===== config.mk =====
export PLATFORM = sky130hd
export DESIGN_NAME = approx_mul_pipe_flat
export DESIGN_NICKNAME = d
export VERILOG_FILES = /design/src/rtl/approx_pkg.sv /design/src/rtl/approx_mul_pipe_if.sv /design/src/rtl/approx_pp_array.sv /design/src/rtl/approx_mul_pipe.sv /design/src/flat_wrapper.sv
export SDC_FILE = /design/constraint.sdc
export NUM_CORES = 1
export LEC_CHECK = 0
export ABC_AREA = 1
export CAP_MARGIN = 15
export CORE_MARGIN = 1
export CORE_UTILIZATION = 60
export CTS_BUF_LIST = sky130_fd_sc_hd__clkbuf_8
export DETAILED_ROUTE_END_ITERATION = 8
export DONT_BUFFER_PORTS = 1
export GPL_TIMING_DRIVEN = 0
export PLACE_DENSITY = 0.76
export SKIP_CTS_REPAIR_TIMING = 1
export SLEW_MARGIN = 20
export SYNTH_ARGS = -nofsm -noshare
export SYNTH_HDL_FRONTEND = slang
export SYNTH_SLANG_ARGS = --single-unit

===== constraint.sdc =====
create_clock -name clk -period 15.5 [get_ports clk]
set_clock_uncertainty 0.2 [all_clocks]
set_input_delay 3.1 -clock clk [delete_from_list [all_inputs] [get_ports clk]]
set_output_delay 3.1 -clock clk [all_outputs]
set_load 0.1 [all_outputs]

===== src/rtl/approx_pkg.sv =====
// approx_pkg: mode encodings and the partial-product column mask shared by the approximate multiplier.
package approx_pkg;

    localparam logic [1:0] MODE_EXACT = 2'd0;
    localparam logic [1:0] MODE_TRUNC = 2'd1;
    localparam logic [1:0] MODE_COMP  = 2'd2;
    localparam int MAX_PW = 64;

    // Bit c is set when product column c survives truncation of the k lowest columns.
    function automatic logic [MAX_PW-1:0] col_mask(input int k, input int width);
        int kc;
        kc = (k > 2*width-1) ? 2*width-1 : k;
        col_mask = '0;
        for (int c = 0; c < 2*width; c++) col_mask[c] = (c >= kc);
    endfunction

endpackage


===== src/rtl/approx_mul_pipe_if.sv =====
// approx_mul_pipe_if: operand/product streaming handshake of the approximate multiplier.
interface approx_mul_pipe_if #(parameter int WIDTH = 8, parameter int KW = 4);
    logic                 in_valid;
    logic                 in_ready;
    logic [WIDTH-1:0]     a;
    logic [WIDTH-1:0]     b;
    logic [1:0]           mode;
    logic [KW-1:0]        trunc_cols;
    logic                 out_valid;
    logic                 out_ready;
    logic [2*WIDTH-1:0]   p;

    modport master (output in_valid, a, b, mode, trunc_cols, out_ready,
                    input  in_ready, out_valid, p);
    modport slave  (input  in_valid, a, b, mode, trunc_cols, out_ready,
                    output in_ready, out_valid, p);
endinterface


===== src/rtl/approx_pp_array.sv =====
// approx_pp_array: masked partial-product sum with optional constant compensation, combinational.
module approx_pp_array
    import approx_pkg::*;
#(
    parameter int WIDTH = 8,
    parameter int KW    = 4
) (
    input  logic [WIDTH-1:0]   a,
    input  logic [WIDTH-1:0]   b,
    input  logic [1:0]         mode,
    input  logic [KW-1:0]      k,
    output logic [2*WIDTH-1:0] p
);
    localparam int PW = 2*WIDTH;

    logic          approx;
    int            kc;
    logic [PW-1:0] mask;
    logic [PW-1:0] comp;

    // Reserved mode 3 falls through to exact, as does K=0 in either approximate mode.
    always_comb begin
        approx = (mode == MODE_TRUNC) || (mode == MODE_COMP);
        kc = approx ? ((int'(k) > PW-1) ? PW-1 : int'(k)) : 0;
        mask = PW'(col_mask(kc, WIDTH));
        comp = (mode == MODE_COMP && kc > 0) ? PW'(1) << (kc-1) : '0;
        p = comp;
        for (int i = 0; i < WIDTH; i++)
            for (int j = 0; j < WIDTH; j++)
                p = p + (PW'(a[i] & b[j] & mask[i+j]) << (i+j));
    end

endmodule


===== src/rtl/approx_mul_pipe.sv =====
// approx_mul_pipe: pipelined approximate multiplier with valid/ready back-pressure and a saturating op counter.
module approx_mul_pipe
    import approx_pkg::*;
#(
    parameter int WIDTH   = 8,
    parameter int STAGES  = 2,
    parameter int KW      = 4,
    parameter int COUNT_W = 16
) (
    input  logic               clk,
    input  logic               rst,
    approx_mul_pipe_if.slave   bus,
    output logic [COUNT_W-1:0] op_count
);
    localparam int PW = 2*WIDTH;

    logic              advance;
    logic [PW-1:0]     prod;
    logic [STAGES-1:0] vld;
    logic [PW-1:0]     pd [STAGES];

    approx_pp_array #(.WIDTH(WIDTH), .KW(KW)) u_pp (
        .a    (bus.a),
        .b    (bus.b),
        .mode (bus.mode),
        .k    (bus.trunc_cols),
        .p    (prod)
    );

    // One shared enable: the whole pipe moves or the whole pipe holds, bubbles included.
    assign advance       = ~vld[STAGES-1] | bus.out_ready;
    assign bus.in_ready  = advance;
    assign bus.out_valid = vld[STAGES-1];
    assign bus.p         = pd[STAGES-1];

    always_ff @(posedge clk) begin
        if (rst) begin
            vld <= '0;
            for (int s = 0; s < STAGES; s++) pd[s] <= '0;
        end else if (advance) begin
            vld[0] <= bus.in_valid;
            pd[0]  <= prod;
            for (int s = 1; s < STAGES; s++) begin
                vld[s] <= vld[s-1];
                pd[s]  <= pd[s-1];
            end
        end
    end

    always_ff @(posedge clk) begin
        if (rst)
            op_count <= '0;
        else if (bus.in_valid && advance && op_count != '1)
            op_count <= op_count + COUNT_W'(1);
    end

endmodule


===== src/flat_wrapper.sv =====
// flat-port wrapper written by rule: the top's interface ports become plain ports
module approx_mul_pipe_flat import approx_pkg::*;
#(
    parameter int WIDTH   = 8,
    parameter int STAGES  = 2,
    parameter int KW      = 4,
    parameter int COUNT_W = 16
)
  (clk, rst, op_count, bus_in_valid, bus_a, bus_b, bus_mode, bus_trunc_cols, bus_out_ready, bus_in_ready, bus_out_valid, bus_p);
  approx_mul_pipe_if #(.WIDTH(WIDTH), .KW(KW)) bus_i ();
  input  logic clk;
  input  logic rst;
  output logic [COUNT_W-1:0] op_count;
  input wire logic [$bits(bus_i.in_valid)-1:0] bus_in_valid;
  input wire logic [$bits(bus_i.a)-1:0] bus_a;
  input wire logic [$bits(bus_i.b)-1:0] bus_b;
  input wire logic [$bits(bus_i.mode)-1:0] bus_mode;
  input wire logic [$bits(bus_i.trunc_cols)-1:0] bus_trunc_cols;
  input wire logic [$bits(bus_i.out_ready)-1:0] bus_out_ready;
  output wire logic [$bits(bus_i.in_ready)-1:0] bus_in_ready;
  output wire logic [$bits(bus_i.out_valid)-1:0] bus_out_valid;
  output wire logic [$bits(bus_i.p)-1:0] bus_p;
  assign bus_i.in_valid = bus_in_valid;
  assign bus_i.a = bus_a;
  assign bus_i.b = bus_b;
  assign bus_i.mode = bus_mode;
  assign bus_i.trunc_cols = bus_trunc_cols;
  assign bus_i.out_ready = bus_out_ready;
  assign bus_in_ready = bus_i.in_ready;
  assign bus_out_valid = bus_i.out_valid;
  assign bus_p = bus_i.p;
  approx_mul_pipe #(.WIDTH(WIDTH), .STAGES(STAGES), .KW(KW), .COUNT_W(COUNT_W)) u_core (.clk(clk), .rst(rst), .bus(bus_i), .op_count(op_count));
endmodule

; Yosys cells after proc, flatten, opt, wreduce, memory -nomap -nowiden
; Memory sizes are Yosys's and may differ from the RTL's.
; Index checks and enable logic that the tools add are counted.
[totals]
regBits = 18
output_inout_bits = 34
mem_bits_rw = 32
mem_count = 1
[classes]
n_reduce_logical = 4
muxes = 10
order_cmp = 17
n_bitwise = 132
add_sub_neg = 66
shift = 1
eq_ne = 3
[memory_table]
columns = memory, depth, word_bits, rd, rd_clocked_by_memory_dff, write_ports, line_no
row1 = u_core.pd, 2, 16, 2, 0, 2, approx_mul_pipe.sv:20  ; logic [PW-1:0] pd [STAGES];
[ops]
columns = operator, n
row1 = $add 16x16->16, 13
row2 = $and 1x1->1, 116
row3 = $add 16x7->16, 7
row4 = $add 16x8->16, 7
row5 = $add 16x6->16, 6
row6 = $add 16x9->16, 6
row7 = $add 16x5->16, 5
row8 = $add 16x10->16, 4
row9 = $add 16x4->16, 4
row10 = $add 16x11->16, 3
row11 = $add 16x3->16, 3
row12 = $mux 16, 3
row13 = $add 16x12->16, 2
row14 = $add 16x2->16, 2
row15 = $shl 1x32->16 const A, 1
row16 = $ge 4x4->1 const A, 7
row17 = $add 16x1->16, 1
row18 = $add 16x1->16 const B, 1
row19 = $add 16x13->16, 1
row20 = $ge 3x4->1 const A, 4
row21 = $ne 16x16->1 const B, 1
row22 = $and 6x1->6, 2
row23 = $and 5x1->5, 2
row24 = $and 9x1->9, 1
row25 = 18 further kinds, 31

; Depth between registers and ports, before layout
; Gate-level depths: netlist of the first run.
[depth]
depth_word = 72
mapped_depth = 26

; By module
; A second synthesis of the first run with hierarchy kept.
[hier_totals]
hier_cells = 694
hier_area_um2 = 5297.6
[by_module_without_submodules]
columns = mod, area_each_um2, cells_per_inst, n_inst, seq_area_each_um2
row1 = approx_pp_array, 2904.0, 398, 1, 0.0
row2 = approx_mul_pipe, 2393.5, 296, 1, 1321.3

; Least setup slack after synthesis of the first run
; Ideal clock, no wire load.
[synth_timing]
path_type = in2reg
from = input port bus_mode[0]
to = memory u_core.pd[0][15] (netlist name), data pin
t_arrival_ns = 7.594
stages = 22
path_buffers = 0
t_required_ns = 15.045
setup_slack_ns = 7.451
path_cell_list = inv_1 > ha_1 > inv_4 > nand2_2 > inv_1 > ha_1 > inv_1 > nand2_1 > o21ai_1 > nor3_1 > fa_1 > fa_1 > fa_1 > fa_1 > ha_1 > nand2_1 > o21ai_0 > nand3_1 > nand3_1 > nand3_1 > nand2_1 > nor2_1
[synth_lines]
columns = element, line_no
row1 = from (decl), flat_wrapper.sv:17  ; input wire logic [$bits(bus_i.mode)-1:0] bus_mode;
row2 = to (decl), approx_mul_pipe.sv:20

==> summary.txt, run 1 <==
Run status
  – Status: finished clean

Flow run
  – Max-Cap Viols: 0

Synth
  – Post-Synthesis Cells: 626
  – Number of synthesized register bits: 50
  – Synthesized net count: between 700 and 800
  – Largest area contributor in the netlist: fa_1
  – Sequential element share of the synthesized area: 25.39%
  – Post-synth ARST share: 0%
  – Yosys warns: 0
  – Complex-gate fraction of the synthesized area: 6.636%
  – Top post-synthesis cells by area: fa_1 19%, edfxtp_1 18%, ha_1 9.9%, inv_1 9.3%, dfxtp_1 6.9%
  – Synth cell count leaders: 129 x inv_1, 63 x nor2_1, 60 x nand2_1
  – Largest family of logic cells by synthesized area: adder cells
  – Synth Cell Area: 5204 um^2
  – Top-count cell post-synth: inv_1
  – Post-synth top area share: 19.24%
  – EDFF count, synth: 32
  – Multiplexer share of the synthesized area: 0%
  – Post-Synth Adder-Cell Area: 29.09%
  – Post-Synth XOR/XNOR Area: 1.683%
  – Syn Area/Cell: 8.313 um^2
  – Simple-Gate Fraction of Synth Area: 23.88%
  – Library cells used by synthesis: 37
  – Main synth FF type: edfxtp_1

GRT
  – Total global-route track usage: 25.63%
  – Largest net degree at the start of global routing: 35
  – First-pass GRT wire length: 17,910 um
  – Grt ovf: 0
  – Initial antenna violation count: 0
  – Vias in the first global route: 3,918

Worst setup path
  – Critical Path AT: 8.20 ns
  – Slowest CP cell: fa_1
  – CP peak stage delay: roughly 0.52 ns
  – Crit path top cell by count: fa_1
  – R2r startpoint: u_core.op_count[0]
  – Type of origin of the critical path: primary input
  – Crit-path cells: inv_1, ha_1, inv_4, nand2_2, inv_1, ha_1, inv_1, nand2_1, o21ai_1, nor3_1, fa_1, fa_1, fa_1, fa_1, ha_1, nand2_1, o21ai_0, nand3_1, nand3_1, nand3_1, nand2_1, nor2_1
  – Worst Reg-to-Reg Cells: 10
  – Flop2flop setup slack: between 10 and 15 ns
  – Crit end category: flip-flop
  – Top delay family on crit path: adder cells
  – WP data required: 15.36 ns
  – CP Class: in -> reg
  – Crit-path max FO: 7
  – Reg2reg end: u_core.op_count[14]
  – Bufs and invs on worst path: 4

Final layout
  – Fin area: between 5000 and 6000 um^2
  – Number of diodes: 0
  – Layout fillers: 711
  – Layout cells sized above 1: 10.57%
  – Layout Nets: 750
  – Area growth syn-to-layout: 4.448%

Routing
  – Post-Route WL: between 10,000 and 15,000 um
  – Via Count: 4,114
  – DRT Pass-1 Iters: 5
  – WL per Instance: ~15 um
  – Final ANT Viol Nets: 0
  – Vias per inst: 5.567
  – Initial DRC count: 238
  – Residual DRC: 0

Clocking
  – Num CTS Buffers: 5
  – H-tree levels: 2
  – CTS tree: done
  – Clk root buf: clkbuf_8
  – Clk_lat worst skew: 0.31 ns
  – Clock slew at reported path FFs: 0.10 ns
  – Sink Count: 50
  – Clock buffer depth: 2

Timing
  – Final Cycle Share: 53.80%
  – # setup viols final: 0
  – Final-report max-slew violation count: 0
  – Fmax achieved: 0.1199 GHz
  – Min Tclk post-route: ~8.3 ns
  – Final hold violation count: 0
  – RSZ-0062 raised after global routing: false
  – Setup tns final: 0 ns
  – Slew headroom: 25.15%
  – Worst-Margin Slew: 1.121 ns

Floorplan
  – Core area: between 8000 and 9000 um^2
  – Die X-Extent: 95.13 um
  – Die Y: ~95 um
  – Initial Utilization: 62.70%
  – # rows: 33
  – Io pins: 60
  – Die Area: 9050 um^2

Placed design
  – IO buf count: 0
  – Final Wtd Congestion: 0.9248
  – Post-DP Area: 5338 um^2
  – Final HPWL DP: 8880 um

Power
  – Leakage: 0.002580 uW
  – Worst IR drop on VDD: 0.00005071 V
  – Power density cells: 104.7 nW/um^2

Min path
  – Hold depth: 2
  – Startpoint of the worst hold path: u_core.vld[0]
  – Hold EP: u_core.vld[1]
  – Hold Path Class: reg -> reg
## cells by family after synthesis
kind of cell,count (synthesis)
adder cells (fa/ha/maj),91
AO/OA/AOI/OAI,62
XOR/XNOR,10
AND/OR/NAND/NOR,255
flip-flops,50
buffers and inverters,158
## cell type report
| cell class | count | area (um^2) | area share [%] |
|---|---|---|---|
| sequential | 50 | 1321 | 24.31 |
| inverter | 135 | 511.7 | 9.415 |
| multi-input combinational | 418 | 3192 | 58.72 |
| buffer | 23 | 181.4 | 3.338 |
| clock buffer | 5 | 68.82 | 1.266 |
| clock inverter | 3 | 28.78 | 0.5295 |
| tap | 105 | 131.4 | 2.417 |
## state kept, by name, summed over array words and instances (netlist names)
name             cells
u_core.pd           32
u_core.op_count     16
u_core.vld           2
## stage by stage
stage / setup slack, ns / util, % / hold slack [ns] / power [uW] / std cells
after CTS: 7.199 / 65.49 / 0.3083 / 571.0 / 739
after global routing: 6.762 / 65.49 / 0.3155 / 620.7 / 739
after detailed placement: 6.886 / 64.31 / 0.2905 / 488.7 / 731
after global placement: 6.901 / 64.28 / 0.2573 / 480.3 / 731
final: 7.161 / 65.49 / 0.3051 / 569.0 / 739
after floorplan: 7.451 / - / 0.2459 / 436.8 / 626
## metal layers
metal | part of all wire [%] | vias to the layer above | GRT usage [%]
met5 | 0 | - | 0
met4 | 1.1 | 0 | 5.682
met3 | 5.9 | 9 | 4.067
met2 | 48 | 156 | 42.74
met1 | 45 | 1936 | 35.06
li1 | - | 2013 | -
## power breakdown
group / switching [uW] / internal, uW
sequential: 13.0 / 167
clock: 47.3 / 33.5
combinational: 210 / 97.7
## worst min-delay path: cells and delay by family, from the launching register on
family                 cells  cell delay (ns)
DFF                        1             0.32
AOI/OAI and AO/OA          1             0.08
buffers and inverters      1             0.05
## layout by cell type (no fill, tap or decap), drive strengths merged
cell / synthesis / layout
nor3: 56 / 56
clkbuf: 0 / 5
o21a: 3 / 3
a21o: 1 / 1
xnor2: 5 / 5
fa: 50 / 50
a21boi: 1 / 1
o21bai: 2 / 2
o21ai: 21 / 21
ha: 41 / 41
nor2: 66 / 66
and2: 1 / 1
nor4: 9 / 9
buf: 23 / 23
nand3: 40 / 40
clkinv: 1 / 3
a21oi: 32 / 32
a31oi: 2 / 2
edfxtp: 32 / 32
nand4: 6 / 6
dfxtp: 18 / 18
nand2: 77 / 77
xor2: 5 / 5
inv: 134 / 135
## worst max-delay path by stage
stage | startpoint | end | slack (ns) | depth (start not counted)
2_1_floorplan | bus_mode[0] | u_core.pd[0][15] | 7.45 | 22
3_3_place_gp | bus_mode[0] | u_core.pd[0][15] | 6.90 | 22
3_5_place_dp | bus_mode[0] | u_core.pd[0][15] | 6.89 | 22
4_1_cts | bus_mode[0] | u_core.pd[0][15] | 7.20 | 22
5_1_grt | bus_mode[0] | u_core.pd[0][15] | 6.76 | 22
6_report | bus_mode[0] | u_core.pd[0][15] | 7.16 | 22
Note: power is estimated with default switching activity, not from simulation.
==> inputs of run 2 (changes only) <==
ABC_AREA = 0   (was 1)
PLACE_DENSITY = 0.79   (was 0.76)
clock period = 7.25 ns   (was 15.5 ns; I/O delays follow)
==> run 2 against run 1 <==
- via count fell by 17%
- flip-flop and latch count is the same
- final cell count shrank 18%
- wire length fell by 15%
- die area is 6.5% lower
- first-iteration DRC count shrank 42%
- sequential share of layout area increased by 1.5 points
- design area down 5.8%
- power rose by 100%
- clock power rose by 100%
- critical endpoint unchanged
- largest power group unchanged
==> summary.txt, run 2 <==
Min path
  – Hold EP: u_core.vld[0]
  – Startpoint of the worst hold path: u_core.vld[0]
  – Hold Path Class: reg -> reg
  – Hold depth: 2

Synth
  – Library cells used by synthesis: 49
  – Main synth FF type: edfxtp_1
  – Post-Synthesis Cells: around 500
  – EDFF count, synth: 32
  – Yosys warns: 0
  – Sequential element share of the synthesized area: 27.19%
  – Post-synth top area share: 20.60%
  – Synthesized net count: around 620
  – Post-synth ARST share: 0%
  – Top-count cell post-synth: inv_1
  – Syn Area/Cell: roughly 9.8 um^2
  – Synth Cell Area: between 4000 and 5000 um^2
  – Synth cell count leaders: 63 x inv_1, 51 x and3_1, 50 x fa_1
  – Number of synthesized register bits: 50
  – Largest area contributor in the netlist: fa_1
  – Top post-synthesis cells by area: fa_1 21%, edfxtp_1 20%, ha_1 11%, dfxtp_1 7.4%, and3_1 6.6%

Final layout
  – Commonest non-fill, non-tap cells in the layout: 63 x inv_1, 51 x and3_1, 50 x fa_1
  – Area growth syn-to-layout: 5.407%
  – Biggest register: u_core.pd
  – Layout cells sized above 1: approximately 7.7%
  – Max reg flops: 32
  – Layout Nets: approximately 620
  – Fin area: roughly 5100 um^2
  – Number of diodes: 0
  – Most common cell after layout, fill and taps aside: inv_1
  – Biggest regs: u_core.pd x32, u_core.op_count x16, u_core.vld x2
  – Layout fillers: 644

Timing
  – Setup tns final: 0 ns
  – Fin Hold WS: 0.2635 ns
  – Setup WS post-layout: 0.3119 ns
  – Min Tclk post-route: between 6 and 7 ns
  – Final-report max-slew violation count: 0
  – # setup viols final: 0
  – Final Cycle Share: a little over nine tenths
  – Fmax achieved: ~0.14 GHz
  – Slew headroom: 26.21%
  – Final hold violation count: 0
  – Worst-Margin Slew: 1.105 ns

Worst setup path
  – Flop2flop setup slack: 4.00 ns
  – Crit-path max FO: 11
  – Worst Reg-to-Reg Cells: 6
  – Type of origin of the critical path: primary input
  – Critical Path AT: 6.88 ns
  – R2r startpoint: u_core.vld[1]
  – CP Class: in -> reg
  – WP data required: 7.19 ns
  – Reg2reg end: u_core.op_count[15]
  – Crit end category: flip-flop

Clocking
  – H-tree levels: 2
  – Clk_lat worst skew: 0.31 ns
  – Sink Count: 50
  – Clk root buf: clkbuf_8
  – Clock slew at reported path FFs: 0.10 ns
  – Num CTS Buffers: 5
  – CTS tree: done
  – Clock buffer depth: 2

GRT
  – First-pass GRT wire length: between 15,000 and 20,000 um
  – Initial antenna violation count: 0
  – Largest net degree at the start of global routing: 33
  – Total global-route track usage: 23.02%
  – Grt ovf: 0
  – Vias in the first global route: roughly 3,400

Power
  – Worst IR drop on VDD: around 0.00011 V
  – Power density cells: between 200 and 250 nW/um^2
  – Leakage: 0.002458 uW

Placed design
  – Dpl ws: -0.6006 ns
  – Final Wtd Congestion: 0.9412
  – Post-DP Area: about 5000 um^2
  – IO buf count: 0
  – Final HPWL DP: 7376 um

Routing
  – Vias per inst: ~5.6
  – DRT Pass-1 Iters: 4
  – WL per Instance: about 15 um
  – Residual DRC: 0
  – Final ANT Viol Nets: 0
  – Via Count: ~3,400
  – Post-Route WL: 9070 um
  – Initial DRC count: approximately 140

Flow run
  – Max-Cap Viols: 0

Floorplan
  – Io pins: 60
  – Initial Utilization: 62.56%
  – Die Y: 92.00 um
  – Die X-Extent: 92.00 um
  – # rows: 32
  – Core area: 7767 um^2
  – Die Area: 8463 um^2

Run status
  – Status: finished clean
[run 2: cell count changes after synthesis, moves of 19 or more]
cell | before | now
inv_1 | 129 | 63
and3_1 | 0 | 51
nor3_1 | 54 | 8
nand2_1 | 60 | 17
nor2_1 | 63 | 35
and2_1 | 1 | 27
nand3_1 | 35 | 16
[run 2: cell type report]
type,count,area [um^2],area share (%)
multi-input combinational,359,3176,61.99
buffer,25,155.1,3.029
timing repair buffer,2,15.01,0.2931
clock inverter,3,22.52,0.4397
clock buffer,5,68.82,1.343
sequential,50,1321,25.79
inverter,63,236.5,4.617
tap,102,127.6,2.491
[run 2: per-stage QoR]
stage / power, uW / utilization (%) / instances
after global placement: 946.2 / 64.21 / 600
after global routing: 1235 / 65.95 / 609
final: 1142 / 65.95 / 609
after detailed placement: 961.4 / 64.24 / 600
after floorplan: 881.4 / - / 498
after CTS: 1131 / 65.42 / 608
[run 2: worst max-delay path by stage]
| stage | to | slack (ns) | from | cells after the start |
|---|---|---|---|---|
| after floorplan | u_core.pd[0][15] | 0.03 | bus_mode[0] | 24 |
| after global placement | u_core.pd[0][15] | -0.54 | bus_mode[0] | 24 |
| after detailed placement | u_core.pd[0][15] | -0.60 | bus_mode[0] | 24 |
| after CTS | u_core.pd[0][15] | -0.33 | bus_mode[0] | 24 |
| after global routing | u_core.pd[0][15] | -0.02 | bus_mode[0] | 23 |
| final | u_core.pd[0][15] | 0.31 | bus_mode[0] | 23 |
[run 2: worst max-delay path: stages]
cell and delay, ns:
inv_1 0.02, ha_2 0.36, nor2b_4 0.18, inv_1 0.12
ha_1 0.26, nor3b_1 0.20, a21oi_1 0.06, o32ai_1 0.17
nand2_1 0.18, inv_1 0.10, and3_1 0.21, fa_1 0.44
fa_1 0.47, fa_1 0.54, inv_1 0.05, fa_1 0.52
inv_1 0.04, ha_1 0.36, a211o_1 0.35, o311ai_4 0.29
a31oi_1 0.14, o21ai_0 0.14, nor3b_1 0.19
[run 2: logic make-up after synthesis]
logic type                 after synthesis  share of synthesized area, %
and+or+nand+nor                        196                         22.66
adders and majority gates               91                         31.15
buffers and inverters                   89                         8.136
DFF                                     50                         27.19
AOI/OAI and AO/OA                       48                         6.488
xor gates and xnor gates                22                         3.965
muxes                                    2                        0.4120
[run 2: report_power, final]
group	switching (uW)	internal, uW
clock	96.1	69.4
sequential	20.7	357
combinational	377	223
[run 2: layer usage]
metal | GRT usage (%) | routed length (um) | vias up | part of all wire (%)
met3 | 4.312 | 597 | 12 | 6.6
met2 | 39.30 | 4377 | 111 | 48
li1 | - | - | 1688 | -
met4 | 8.073 | 157 | 0 | 1.7
met1 | 29.32 | 3937 | 1610 | 43
met5 | 0 | 0 | - | 0
==> inputs of run 3 (changes only) <==
CELL_PAD_IN_SITES_DETAIL_PLACEMENT = 2   (was not set)
CELL_PAD_IN_SITES_GLOBAL_PLACEMENT = 2   (was not set)
CORE_UTILIZATION = 38   (was 60)
PLACE_DENSITY = not set   (was 0.79)
PLACE_DENSITY_LB_ADDON = 0.1   (was not set)
==> run 3 against run 2 <==
- count of clock-buffer cells in the layout unchanged
- sequential share of layout area down 0.57 points
- design area up 2.2%
- critical path depth unchanged
- die area up 56%
- non-clock buffer count up 2
- power up 2.7%
- fmax down 0.70%
- final cell count up 11%
- flip-flop and latch count unchanged
- via count up 4.4%
- sequential power about the same
- critical endpoint unchanged
- largest cell class unchanged
- highest routed layer unchanged
==> summary.txt, run 3 (synthesis gave the netlist of run 2 again) <==
Run status
  – Status: finished clean

Timing
  – Slew headroom: 25.43%
  – Min Tclk post-route: 6.987 ns
  – Final-report max-slew violation count: 0
  – RSZ-0062 raised after global routing: false
  – Worst-Margin Slew: around 1.1 ns
  – Setup WS post-layout: between 0.2 and 0.3 ns
  – # setup viols final: 0
  – Final Cycle Share: between 90% and 100%
  – Fmax achieved: 0.1431 GHz
  – Final hold violation count: 0

Final layout
  – Seq. cell area: approximately 1300 um^2
  – Commonest non-fill, non-tap cells in the layout: 62 x inv_1, 50 x and3_1, 50 x fa_1
  – Area growth syn-to-layout: 7.775%
  – Layout Nets: 625
  – Area of the multi-input gates: 3193 um^2
  – Biggest register: u_core.pd
  – Max reg flops: 32
  – Biggest regs: u_core.pd x32, u_core.op_count x16, u_core.vld x2
  – Fin area: 5238 um^2
  – Most common cell after layout, fill and taps aside: inv_1
  – Number of diodes: 0
  – Layout cells sized above 1: approximately 9.0%
  – Layout fillers: 1,332

Routing
  – WL per Instance: 18.36 um
  – Via Count: 3,570
  – Vias per inst: 5.273
  – Post-Route WL: 12,430 um
  – Residual DRC: 0
  – Initial DRC count: 87
  – DRT Pass-1 Iters: 4
  – Final ANT Viol Nets: 0

GRT
  – First-pass GRT wire length: 20,430 um
  – M2 GR Usage: between 30 and 40%
  – Total global-route track usage: 20.34%
  – Top Usage Layer GRT: met2
  – GR Util met3: 3.216%
  – Largest net degree at the start of global routing: 33
  – Initial antenna violation count: 0
  – Grt ovf: 0
  – Vias in the first global route: approximately 4,000
  – Met1 usage: 25.18%

Placed design
  – Final HPWL DP: 10,320 um
  – Post-DP Area: ~5100 um^2
  – Final Wtd Congestion: 0.7994
  – Dpl ws: -0.9520 ns
  – IO buf count: 0

Worst setup path
  – WP data required: 7.10 ns
  – Critical Path AT: 6.84 ns
  – Type of origin of the critical path: primary input
  – Crit end category: flip-flop
  – Crit path top cell by count: inv_1
  – Flop2flop setup slack: 3.90 ns
  – Crit-path max FO: 11
  – Crit-path cells: inv_1, ha_2, nor2b_4, inv_1, ha_1, nor3b_1, a21oi_1, o32ai_1, nand2_1, inv_1, and3_2, fa_1, fa_1, fa_1, inv_1, fa_1, inv_1, ha_2, a211o_1, o311ai_4, a31oi_2, nor3_1, nor3b_1
  – Slowest CP cell: fa_1
  – CP Class: in -> reg
  – CP peak stage delay: between 0.5 and 0.6 ns

Floorplan
  – Die Area: 13,240 um^2
  – Core area: approximately 12,000 um^2
  – Initial Utilization: 39.63%
  – Io pins: 60
  – # rows: 40
  – Die X-Extent: 115.1 um
  – Die Y: 115.1 um

Clocking
  – Clock slew at reported path FFs: 0.10 ns
  – Clk root buf: clkbuf_8
  – Sink Count: 50
  – Clk_lat worst skew: 0.31 ns
  – CTS tree: done
  – Num CTS Buffers: 5
  – Clock buffer depth: 2
  – H-tree levels: 2

Power
  – Worst IR drop on VDD: 0.00007982 V
  – Pwr Total: ~1200 uW
  – Leakage: roughly 0.0025 uW
  – Power density cells: 224.0 nW/um^2

Min path
  – Hold Path Class: reg -> reg

Flow run
  – Max-Cap Viols: 0
==> run 3: cell types whose count changed in the layout (fill, tap and decap cells not counted) <==
cell     previous run  this run
a31oi_1             2         1
a31oi_2             0         1
and3_1             51        50
and3_2              0         1
buf_4              18        20
ha_1               40        39
ha_2                1         2
inv_1              63        62
inv_2               0         1
nor2b_1             8         7
nor2b_4             2         3
==> run 3: worst max-delay path, delay by kind of cell <==
family | cells | cell delay [ns]
buffers and inverters | 5 | 0.35
adders and majority gates | 7 | 2.93
and+or+nand+nor | 6 | 1.06
AOI/OAI and AO/OA | 5 | 1.02
==> run 3: final timing paths <==
| check | startpoint | to | cells past startpoint |
|---|---|---|---|
| worst max-delay path | bus_mode[0] | u_core.pd[0][15] | 23 |
| worst min register to register | u_core.vld[0] | u_core.vld[0] | 2 |
| worst max register to register | u_core.vld[1] | u_core.op_count[8] | 7 |
| worst min-delay path | u_core.vld[0] | u_core.vld[0] | 2 |
==> run 3: final cells by class <==
cell class	instances	share of cell area, %
Multi-Input combinational cell	359	60.97
Sequential cell	50	25.23
Inverter	63	4.515
Tap cell	168	4.013
Buffer	25	2.962
Clock buffer	5	1.314
Timing Repair Buffer	4	0.5733
Clock inverter	3	0.4300
==> run 3: stage by stage <==
step	TNS, ns	std cells	util (%)	hold WS (ns)
final	0	677	42.71	0.2738
after global routing	0	677	42.71	0.3075
after CTS	-1.549	674	42.11	0.2759
after detailed placement	-3.550	666	41.37	0.2597
after global placement	-2.353	666	41.35	0.2456
after floorplan	0	498	-	0.2367
==> run 3: routing by layer <==
metal  routed length [um]  up-vias
met3                  638       11
li1                     -     1683
met2                 6177       86
met5                    0        -
met1                 5410     1790
met4                  208        0
==> run 3: where the power goes <==
part / leakage (uW) / switching [uW] / internal (uW) / total [uW]
Combinational: 0.00189 / 395 / 231 / 626
Clock: 0.0000451 / 97.5 / 69.4 / 167
Sequential: 0.000523 / 23.0 / 357 / 380
Total: 0.00246 / 516 / 658 / 1170
